File: src/rtl/debug_scan_master_if.sv
// Pin-level bundle between the debug scan master and its responder, plus the
// start/abort/busy/done/valid handshake toward whoever requests the scan.
interface debug_scan_master_if;
  logic       start;
  logic       abort;
  logic       busy;
  logic       done;
  logic       valid;
  logic [7:0] dbg_cmd_out;
  logic [7:0] dbg_rsp_in;

  modport master (input  start, abort, dbg_rsp_in,
                  output dbg_cmd_out, busy, done, valid);
  modport slave  (output start, abort, dbg_rsp_in,
                  input  dbg_cmd_out, busy, done, valid);
endinterface

File: src/rtl/debug_scan_master.sv
// Debug pin scan master: reads every board cell, then current column and winner.
// Optional DEBUG_SCAN_DIFF_EN adds a `changed` flag against the previous snapshot.
module debug_scan_master #(
  parameter int ROWS     = 8,
  parameter int COLS     = 8,
  parameter int RESP_LAT = 2
) (
  input  logic                     clk,
  input  logic                     rst_n,
  debug_scan_master_if.master      bus,
  output logic [ROWS*COLS*2-1:0]   board_out,
  output logic [2:0]               current_col_out,
  output logic [1:0]               winner_out
`ifdef DEBUG_SCAN_DIFF_EN
  ,
  output logic                     changed
`endif
);
  localparam int BW = ROWS*COLS*2;
  localparam int WW = (RESP_LAT > 2) ? $clog2(RESP_LAT) : 1;
  localparam logic [1:0] CMD_NOP = 2'd0, CMD_BOARD = 2'd1, CMD_COL = 2'd2, CMD_WIN = 2'd3;

  typedef enum logic [2:0] {IDLE, CELL, COLR, WINR, FIN} state_t;

  state_t          state_q, state_d;
  logic [7:0]      cmd_q, cmd_d;
  logic [2:0]      row_q, row_d, col_q, col_d;
  logic [WW-1:0]   wcnt_q, wcnt_d;
  logic [BW-1:0]   board_q, board_d;
  logic [2:0]      ccol_q, ccol_d;
  logic [1:0]      win_q, win_d;
  logic            busy_q, busy_d, valid_q, valid_d;
  logic            smp, last_cell, active;

  // The response is sampled on the same edge that launches the next command.
  assign smp       = (wcnt_q == WW'(RESP_LAT-1));
  assign last_cell = (row_q == 3'(ROWS-1)) && (col_q == 3'(COLS-1));
  assign active    = (state_q == CELL) || (state_q == COLR) || (state_q == WINR);

  always_ff @(posedge clk or negedge rst_n) begin
    if (!rst_n) state_q <= IDLE;
    else        state_q <= state_d;
  end

  always_comb begin
    state_d = state_q;
    case (state_q)
      IDLE:    if (bus.start) state_d = CELL;
      CELL:    if (bus.abort) state_d = IDLE; else if (smp && last_cell) state_d = COLR;
      COLR:    if (bus.abort) state_d = IDLE; else if (smp) state_d = WINR;
      WINR:    if (bus.abort) state_d = IDLE; else if (smp) state_d = FIN;
      FIN:     state_d = IDLE;
      default: state_d = IDLE;
    endcase
  end

  always_comb begin
    cmd_d   = cmd_q;
    row_d   = row_q;
    col_d   = col_q;
    wcnt_d  = active ? wcnt_q + WW'(1) : '0;
    board_d = board_q;
    ccol_d  = ccol_q;
    win_d   = win_q;
    busy_d  = busy_q;
    valid_d = valid_q;
    case (state_q)
      IDLE: begin
        cmd_d = {6'd0, CMD_NOP};
        if (bus.start) begin
          row_d   = '0;
          col_d   = '0;
          cmd_d   = {6'd0, CMD_BOARD};
          busy_d  = 1'b1;
          valid_d = 1'b0;
        end
      end
      CELL, COLR, WINR: begin
        if (bus.abort) begin
          cmd_d   = {6'd0, CMD_NOP};
          row_d   = '0;
          col_d   = '0;
          wcnt_d  = '0;
          busy_d  = 1'b0;
          valid_d = 1'b0;
        end else if (smp) begin
          wcnt_d = '0;
          if (state_q == CELL) begin
            for (int r = 0; r < ROWS; r++)
              for (int c = 0; c < COLS; c++)
                if (row_q == 3'(r) && col_q == 3'(c))
                  board_d[2*(r*COLS+c) +: 2] = bus.dbg_rsp_in[1:0];
            if (last_cell) begin
              row_d = '0;
              col_d = '0;
              cmd_d = {6'd0, CMD_COL};
            end else begin
              if (col_q == 3'(COLS-1)) begin
                col_d = '0;
                row_d = row_q + 3'd1;
              end else begin
                col_d = col_q + 3'd1;
              end
              cmd_d = {row_d, col_d, CMD_BOARD};
            end
          end else if (state_q == COLR) begin
            ccol_d = bus.dbg_rsp_in[2:0];
            cmd_d  = {6'd0, CMD_WIN};
          end else begin
            win_d = bus.dbg_rsp_in[1:0];
            cmd_d = {6'd0, CMD_NOP};
          end
        end
      end
      FIN: begin
        busy_d  = 1'b0;
        valid_d = 1'b1;
      end
      default: cmd_d = {6'd0, CMD_NOP};
    endcase
  end

  always_ff @(posedge clk or negedge rst_n) begin
    if (!rst_n) begin
      cmd_q   <= '0;
      row_q   <= '0;
      col_q   <= '0;
      wcnt_q  <= '0;
      board_q <= '0;
      ccol_q  <= '0;
      win_q   <= '0;
      busy_q  <= 1'b0;
      valid_q <= 1'b0;
    end else begin
      cmd_q   <= cmd_d;
      row_q   <= row_d;
      col_q   <= col_d;
      wcnt_q  <= wcnt_d;
      board_q <= board_d;
      ccol_q  <= ccol_d;
      win_q   <= win_d;
      busy_q  <= busy_d;
      valid_q <= valid_d;
    end
  end

`ifdef DEBUG_SCAN_DIFF_EN
  logic [BW-1:0] sh_board_q;
  logic [2:0]    sh_col_q;
  logic [1:0]    sh_win_q;
  logic          changed_q;

  // Only a completed scan (FIN) touches the shadow; aborts never reach FIN.
  always_ff @(posedge clk or negedge rst_n) begin
    if (!rst_n) begin
      sh_board_q <= '0;
      sh_col_q   <= '0;
      sh_win_q   <= '0;
      changed_q  <= 1'b0;
    end else if (state_q == FIN) begin
      changed_q  <= (board_q != sh_board_q) || (ccol_q != sh_col_q) || (win_q != sh_win_q);
      sh_board_q <= board_q;
      sh_col_q   <= ccol_q;
      sh_win_q   <= win_q;
    end
  end

  assign changed = changed_q;
`endif

  assign bus.dbg_cmd_out = cmd_q;
  assign bus.busy        = busy_q;
  assign bus.valid       = valid_q;
  assign bus.done        = (state_q == FIN);
  assign board_out       = board_q;
  assign current_col_out = ccol_q;
  assign winner_out      = win_q;
endmodule

File: src/flat_wrapper.sv
// flat-port wrapper written by rule: the top's interface ports become plain ports
module debug_scan_master_flat 
#(
  parameter int ROWS     = 8,
  parameter int COLS     = 8,
  parameter int RESP_LAT = 2
)
  (clk, rst_n, board_out, current_col_out, winner_out, bus_start, bus_abort, bus_dbg_rsp_in, bus_dbg_cmd_out, bus_busy, bus_done, bus_valid);
  debug_scan_master_if bus_i ();
  input  logic clk;
  input  logic rst_n;
  output logic [ROWS*COLS*2-1:0] board_out;
  output logic [2:0] current_col_out;
  output logic [1:0] winner_out;
  input wire logic [$bits(bus_i.start)-1:0] bus_start;
  input wire logic [$bits(bus_i.abort)-1:0] bus_abort;
  input wire logic [$bits(bus_i.dbg_rsp_in)-1:0] bus_dbg_rsp_in;
  output wire logic [$bits(bus_i.dbg_cmd_out)-1:0] bus_dbg_cmd_out;
  output wire logic [$bits(bus_i.busy)-1:0] bus_busy;
  output wire logic [$bits(bus_i.done)-1:0] bus_done;
  output wire logic [$bits(bus_i.valid)-1:0] bus_valid;
  assign bus_i.start = bus_start;
  assign bus_i.abort = bus_abort;
  assign bus_i.dbg_rsp_in = bus_dbg_rsp_in;
  assign bus_dbg_cmd_out = bus_i.dbg_cmd_out;
  assign bus_busy = bus_i.busy;
  assign bus_done = bus_i.done;
  assign bus_valid = bus_i.valid;
  debug_scan_master #(.ROWS(ROWS), .COLS(COLS), .RESP_LAT(RESP_LAT)) u_core (.clk(clk), .rst_n(rst_n), .bus(bus_i), .board_out(board_out), .current_col_out(current_col_out), .winner_out(winner_out));
endmodule
File: config.mk
export PLATFORM = sky130hd
export DESIGN_NAME = debug_scan_master_flat
export DESIGN_NICKNAME = d
export VERILOG_FILES = /design/src/rtl/debug_scan_master_if.sv /design/src/rtl/debug_scan_master.sv /design/src/flat_wrapper.sv
export SDC_FILE = /design/constraint.sdc
export NUM_CORES = 1
export LEC_CHECK = 0
export CORE_UTILIZATION = 45
export DETAILED_ROUTE_END_ITERATION = 10
export GPL_TIMING_DRIVEN = 0
export PLACE_DENSITY_LB_ADDON = 0.08
export SYNTH_ARGS = -nofsm -noshare
export SYNTH_HDL_FRONTEND = slang
export SYNTH_SLANG_ARGS = --single-unit
File: constraint.sdc
create_clock -name clk -period 1.8 [get_ports clk]
set_input_delay 0.45 -clock clk [delete_from_list [all_inputs] [get_ports clk]]
set_output_delay 0.45 -clock clk [all_outputs]
set_load 0.02 [all_outputs]
==> metrics.txt, run 1 <==
vias per cell 5.25; Worst-Skew Late Latency 0.41 ns; asr flop ratio synth 100%; PortBufs 147; Crit path required time 2.10 ns; Sw Pwr ~2.2 mW; Total GRT Usage 25.2%; hold_buf cts 0; Seq pwr share 44.0%; Post-Synth Adder-Cell Area 2.52%; crit path from u_core.state_q[1]$_DFFE_PN0P_; Combinational Power Share 16.4%; Max Transition Viols Final 0; complex-gate fraction of the synthesized area ~2.7%; pin count of the biggest net entering global routing 90; critical path launch point type flip-flop; Seq/Total Area, Yosys 59.3%; initial antenna violation count 0; # rows between 40 and 50; main combinational cell family by area after synthesis multiplexers; maximum vdd ir drop 0.000709 V; Post-Synth XOR/XNOR Area 0.136%; mux share of post-synthesis cell area 23.5%; fin crit share 111%; H-tree Lvls 4; Setup CP Type reg2reg; Fillers 1091; commonest non-fill, non-tap cell in the layout dfrtp_1; die width 122 µm; Sw Ratio 26.6%; Mean Syn Cell Area 13.1 µm²; worst hold path type in2async; Post-Syn Instances 493; WL per Instance around 20 µm; global-route wire length before repair approximately 28000 µm; design area 0.00937 mm²; status finished with violations; clk slew on worst S/H paths roughly 0.060 ns; number of global-route vias before repair 4973; initial core utilization 46.4%; Antenna diodes 0; CP arrival between 2 and 2.5 ns; dpl hpwl 11900 µm; EDFF count, synth 0; Synth Net Count slightly above 500; CTS sink count about 150; CTS tree built; Detailed Route WL 17500 µm; placeable core region 0.0139 mm²; Final min period 2.00 ns; LEAKAGE 5.09 nW; Setup-failing EPs final slightly above 90; Chip Height 122 µm; Clock Tree Buf Depth 2; Final nets 701; share of cells above drive strength 1 38.5%; Final Power about 8.3 mW; setup repair after global routing missed its margin yes; first drt pass iteration count 4; Syn Std Cell Area 0.00646 mm²; commonest cells after routing, fill and taps aside 150 x dfrtp_1, 143 x dlygate4sd2_1, 95 x mux2_2; via count 4549; Placer Congestion 0.834; utilization after layout 67.2%; Max Cap Viol 0; Int Power 6.11 mW; final hold vios 0; PD cells 888 mW/mm²; Max-Slew Margin vs Limit 51.1%; Layout Skew 0.00630 ns; Simple-Gate Fraction of Synth Area 9.61%; DRC errors left 0; total I/O pin count 156; post-synth cell types 35; RR Startpoint u_core.state_q[1]$_DFFE_PN0P_; total CTS buffers 17; setup slack after layout -0.198 ns; Worst-Margin Slew 0.734 ns; Reg2Reg Depth 7; failing checks setup timing; Layout area overhead 45.0%; Crit. End Element flip-flop; Clk pwr share 39.6%; crit-path max FO 7; Fmax achieved roughly 0.5 GHz; Main synth FF type dfrtp_1; #FFs+latches synth ~150; initial drt markers 202; placed instance area 0.00829 mm²; grt ovf 0; post-route ant nets 0; YS warnings 0; CTS root buffer clkbuf_16; die area 0.0148 mm²
per-stage QoR:
stage,hold slack (ns),setup TNS [ns],cells,setup slack (ns)
3_5_place_dp,0.470,-33.23,821,-0.508
5_1_grt,0.0781,-16.81,866,-0.280
3_3_place_gp,0.460,-902.44,820,-5.72
4_1_cts,0.0529,-5.18,859,-0.151
6_report,0.0381,-7.88,866,-0.198
2_1_floorplan,0.154,-4.31,493,-0.124
final timing paths:
| kind | to | slack (ns) |
|---|---|---|
| max in group asynchronous | u_core.board_out[75]$_DFFE_PN0P_ | 0.93 |
| hold / removal | u_core.current_col_out[2]$_DFFE_PN0P_ | 0.04 |
| setup / recovery | u_core.board_out[31]$_DFFE_PN0P_ | -0.20 |
| min in group clk | u_core.state_q[1]$_DFFE_PN0P_ | 0.27 |
| hold reg to reg | u_core.bus.dbg_cmd_out[0]$_DFFE_PN0P_ | 0.47 |
| setup reg to reg | u_core.board_out[31]$_DFFE_PN0P_ | -0.20 |
metal layers:
layer / track usage [%] / part of all wire (%)
met5: 0 / 0
met4: 7.02 / 1.2
met3: 7.12 / 4.9
met2: 41.9 / 51
met1: 32.2 / 43
final cells by class:
cell class | count | area, µm² | area share, %
sequential | 153 | 3830 | 40.9
clock inverter | 3 | 40.0 | 0.427
clock buffer | 26 | 499 | 5.33
multi-input combinational | 304 | 3080 | 32.9
inverter | 8 | 30.0 | 0.321
buffer | 25 | 173 | 1.84
tap | 180 | 225 | 2.40
timing repair buffer | 167 | 1490 | 15.9
repair_timing:
item | CTS | global route
gates cloned | 1 | 0
endpoints found under the hold margin | 0 | 0
buffers inserted | 10 | 10
gates resized for setup | 271 | 38
pin swaps | 13 | 6
endpoints found under the setup margin | 274 | 125
cell families after synthesis:
| group | Yosys count |
|---|---|
| flops | 153 |
| xor+xnor | 1 |
| buf+inv | 36 |
| simple gates | 129 |
| mux | 135 |
| compound gates | 26 |
| fa+ha+maj | 13 |
sequential cells by signal, summed over array words and instances (netlist names):
name                    cells
u_core.smp                  1
u_core.bus.valid            1
u_core.state_q              3
u_core.col_q                3
u_core.winner_out           2
u_core.bus.busy             1
u_core.bus.dbg_cmd_out      8
u_core.current_col_out      3
u_core.board_out          128
u_core.row_q                3
cell usage after synthesis (4+ instances only):
library cell | count | area (µm²)
nor2_1 | 42 | 158
nand2b_1 | 4 | 25.0
clkbuf_1 | 22 | 82.6
inv_1 | 8 | 30.0
o21ai_0 | 5 | 25.0
and3_1 | 5 | 31.3
nand2_1 | 35 | 131
a21oi_1 | 4 | 20.0
mux2_2 | 134 | 1510
dfrtp_1 | 153 | 3830
nand4_1 | 4 | 25.0
nand3_1 | 13 | 65.1
ha_1 | 13 | 163
a21o_1 | 8 | 60.1
nor2b_1 | 4 | 25.0
nor3_1 | 10 | 50.1
power by group through the flow:
| stage | combinational, mW | clock, mW | sequential [mW] |
|---|---|---|---|
| after global routing | 1.48 | 3.49 | 3.69 |
| after floorplan | 0.554 | 0 | 3.84 |
| final | 1.37 | 3.29 | 3.66 |
| after CTS | 1.32 | 3.33 | 3.66 |
| after detailed placement | 1.17 | 0 | 3.72 |
| after global placement | 1.15 | 0 | 3.71 |
critical path, cell delays in order, from the launching register on:
cell	delay, ns
dfrtp_1	0.37
buf_6	0.13
nor4b_4	0.34
buf_4	0.20
nand3_4	0.15
buf_4	0.20
nor2_2	0.16
mux2_2	0.35
Power figures use the tool's default switching activity.
==> run 2: changes to the inputs <==
Settings changed: HOLD_SLACK_MARGIN set to 0.06.
==> metrics.txt, run 2 (synthesis results as in run 1) <==
Layout Skew 0.00516 ns (-0.00114 ns); CTS root buffer clkbuf_16; Crit path required time 2.10 ns (about the same); slowest CP cell dfrtp_1; grt ovf 0 (unchanged); CP cell instances buf_6 > nor4b_4 > buf_4 > nand3_4 > buf_4 > nor2_2 > mux2_2; Setup CP Type reg2reg; Worst path max stage delay 0.37 ns (about the same); Max Transition Viols Final 0 (unchanged); Reg2Reg Depth 7 (unchanged); Final nets 702 (+0.14%); Worst-Margin Slew 0.741 ns (+0.00689 ns); PortBufs 147 (unchanged); CP arrival 2.28 ns (-0.02 ns); max reg flops 128 (unchanged); setup repair after global routing missed its margin yes; initial drt markers 220 (+8.9%); Placer Congestion 0.834 (unchanged); LEAKAGE 5.10 nW (about the same); PD cells 887 mW/mm² (-0.13%); first drt pass iteration count 5 (+1); utilization after layout 67.3% (+0.072 points); die width 122 µm (unchanged); share of cells above drive strength 1 38.4% (-0.056 points); Detailed Route WL 17500 µm (about the same); Worst-Skew Late Latency 0.41 ns (about the same); total CTS buffers 17 (unchanged); via count 4552 (+0.066%); Clock Tree Buf Depth 2 (unchanged); RR Startpoint u_core.state_q[1]$_DFFE_PN0P_; failing checks setup timing; Chip Height 122 µm (unchanged); commonest non-fill, non-tap cell in the layout dfrtp_1; Max-Slew Margin vs Limit 50.6% (-0.46 points); pin count of the biggest net entering global routing 90 (unchanged); global-route wire length before repair 27600 µm (unchanged); Worst Min Path Start bus_abort; total I/O pin count 156 (unchanged); Reg2Reg Setup Slack -0.18 ns (about the same); Hold Path Depth 2; critical path depth 7 (unchanged); placeable core region 0.0139 mm² (unchanged); maximum vdd ir drop 0.000709 V (about the same); final hold vios 0 (unchanged); post-route ant nets 0 (unchanged); placed instance area 0.00829 mm² (unchanged); initial core utilization 46.4% (unchanged); fin crit share 110% (-0.76 points); status finished with violations; Setup-failing EPs final 92 (-1.1%); Hold WS 0.274 ns (+0.236 ns); H-tree Lvls 4 (unchanged); Antenna diodes 0 (unchanged); dpl hpwl 11900 µm (unchanged); DRC errors left 0 (unchanged); WL per Instance 20.2 µm (about the same); # rows 43 (unchanged); commonest cells after routing, fill and taps aside 150 x dfrtp_1, 143 x dlygate4sd2_1, 95 x mux2_2; Reg-to-Reg End u_core.board_out[31]$_DFFE_PN0P_; Fmax achieved 0.504 GHz (+0.69%); vias per cell 5.25 (about the same); setup slack after layout -0.185 ns (+0.0138 ns); CP most frequent cell buf_4; Placement Setup Slack -0.508 ns (unchanged); hold endpoint u_core.state_q[1]$_DFFE_PN0P_; design area 0.00938 mm² (+0.11%); clk slew on worst S/H paths 0.06 ns (about the same); number of global-route vias before repair 4973 (unchanged); Final min period 1.98 ns (-0.0138 ns); cell family with most CP delay simple AND/OR/NAND/NOR gates; worst hold path type in2reg; Crit. End Element flip-flop; Final Power 8.32 mW (about the same); Max Cap Viol 0 (unchanged); initial antenna violation count 0 (unchanged); CTS tree built; Total GRT Usage 25.2% (unchanged); WP buf/inv 3 (unchanged); die area 0.0148 mm² (unchanged); Layout area overhead 45.2%; CTS sink count 153 (unchanged); critical path launch point type flip-flop; crit-path max FO 7 (unchanged)
## run 2: changes by cell type in the layout (fill, tap and decap cells not counted), sizes merged
cell and change:
dlygate4sd3 +1
## run 2: where the power goes
part | switching (mW) | total (mW) | leakage (nW) | internal (mW)
sequential | 0.0818 | 3.66 | 2.12 | 3.58
clock | 1.27 | 3.29 | 0.266 | 2.02
combinational | 0.862 | 1.37 | 2.71 | 0.505
## run 2: layout make-up
| type | instances | area, µm² |
|---|---|---|
| Tap cell | 180 | 225 |
| Inverter | 8 | 30.0 |
| Timing Repair Buffer | 168 | 1500 |
| Clock inverter | 3 | 40.0 |
| Fill cell | 1090 | 4560 |
| Sequential cell | 153 | 3830 |
| Multi-Input combinational cell | 304 | 3080 |
| Buffer | 25 | 173 |
| Clock buffer | 26 | 499 |
## run 2: how the worst max path moves through the flow
stage | end | start | slack [ns]
2_1_floorplan | u_core.board_out[104]$_DFFE_PN0P_ | bus_abort | -0.12
3_3_place_gp | u_core.board_out[91]$_DFFE_PN0P_ | rst_n | -5.72
3_5_place_dp | u_core.board_out[99]$_DFFE_PN0P_ | bus_abort | -0.51
4_1_cts | u_core.board_out[19]$_DFFE_PN0P_ | u_core.state_q[1]$_DFFE_PN0P_ | -0.15
5_1_grt | u_core.board_out[30]$_DFFE_PN0P_ | u_core.state_q[1]$_DFFE_PN0P_ | -0.28
6_report | u_core.board_out[31]$_DFFE_PN0P_ | u_core.state_q[1]$_DFFE_PN0P_ | -0.18
## run 2: per-layer routing
metal | up-vias | share of wire (%) | global-route usage, %
li1 | 2082 | - | -
met1 | 2355 | 43 | 32.2
met2 | 100 | 51 | 41.9
met3 | 15 | 4.6 | 7.12
met4 | 0 | 1.2 | 7.02
met5 | - | 0 | 0
## run 2: per-stage QoR
step / instances / setup TNS [ns]
finish: 867 / -7.53
global route: 867 / -16.81
CTS: 860 / -5.18
detailed placement: 821 / -33.23
global placement: 820 / -902.44
floorplan: 493 / -4.31
## run 2: what timing repair did
action                                 in CTS  in global routing
gates resized for setup                   271                 38
endpoints found under the hold margin      40                  0
pin swaps                                  13                  6
hold buffers                                1                  0
setup endpoints to repair                 274                125
cloned                                      1                  0
setup buffers                              10                 10
## run 2: worst register-to-register path: cells and delay by family, from the launching register on
kind | cells | cell delay [ns]
muxes | 1 | 0.35
buffers and inverters | 3 | 0.52
DFF | 1 | 0.37
and+or+nand+nor | 3 | 0.64
==> run 3: changes to the inputs <==
Settings changed: CTS_CLUSTER_DIAMETER set to 50.
==> results of run 3 <==
Same layout as run 2: the final DEF is identical, and so are final timing and power.
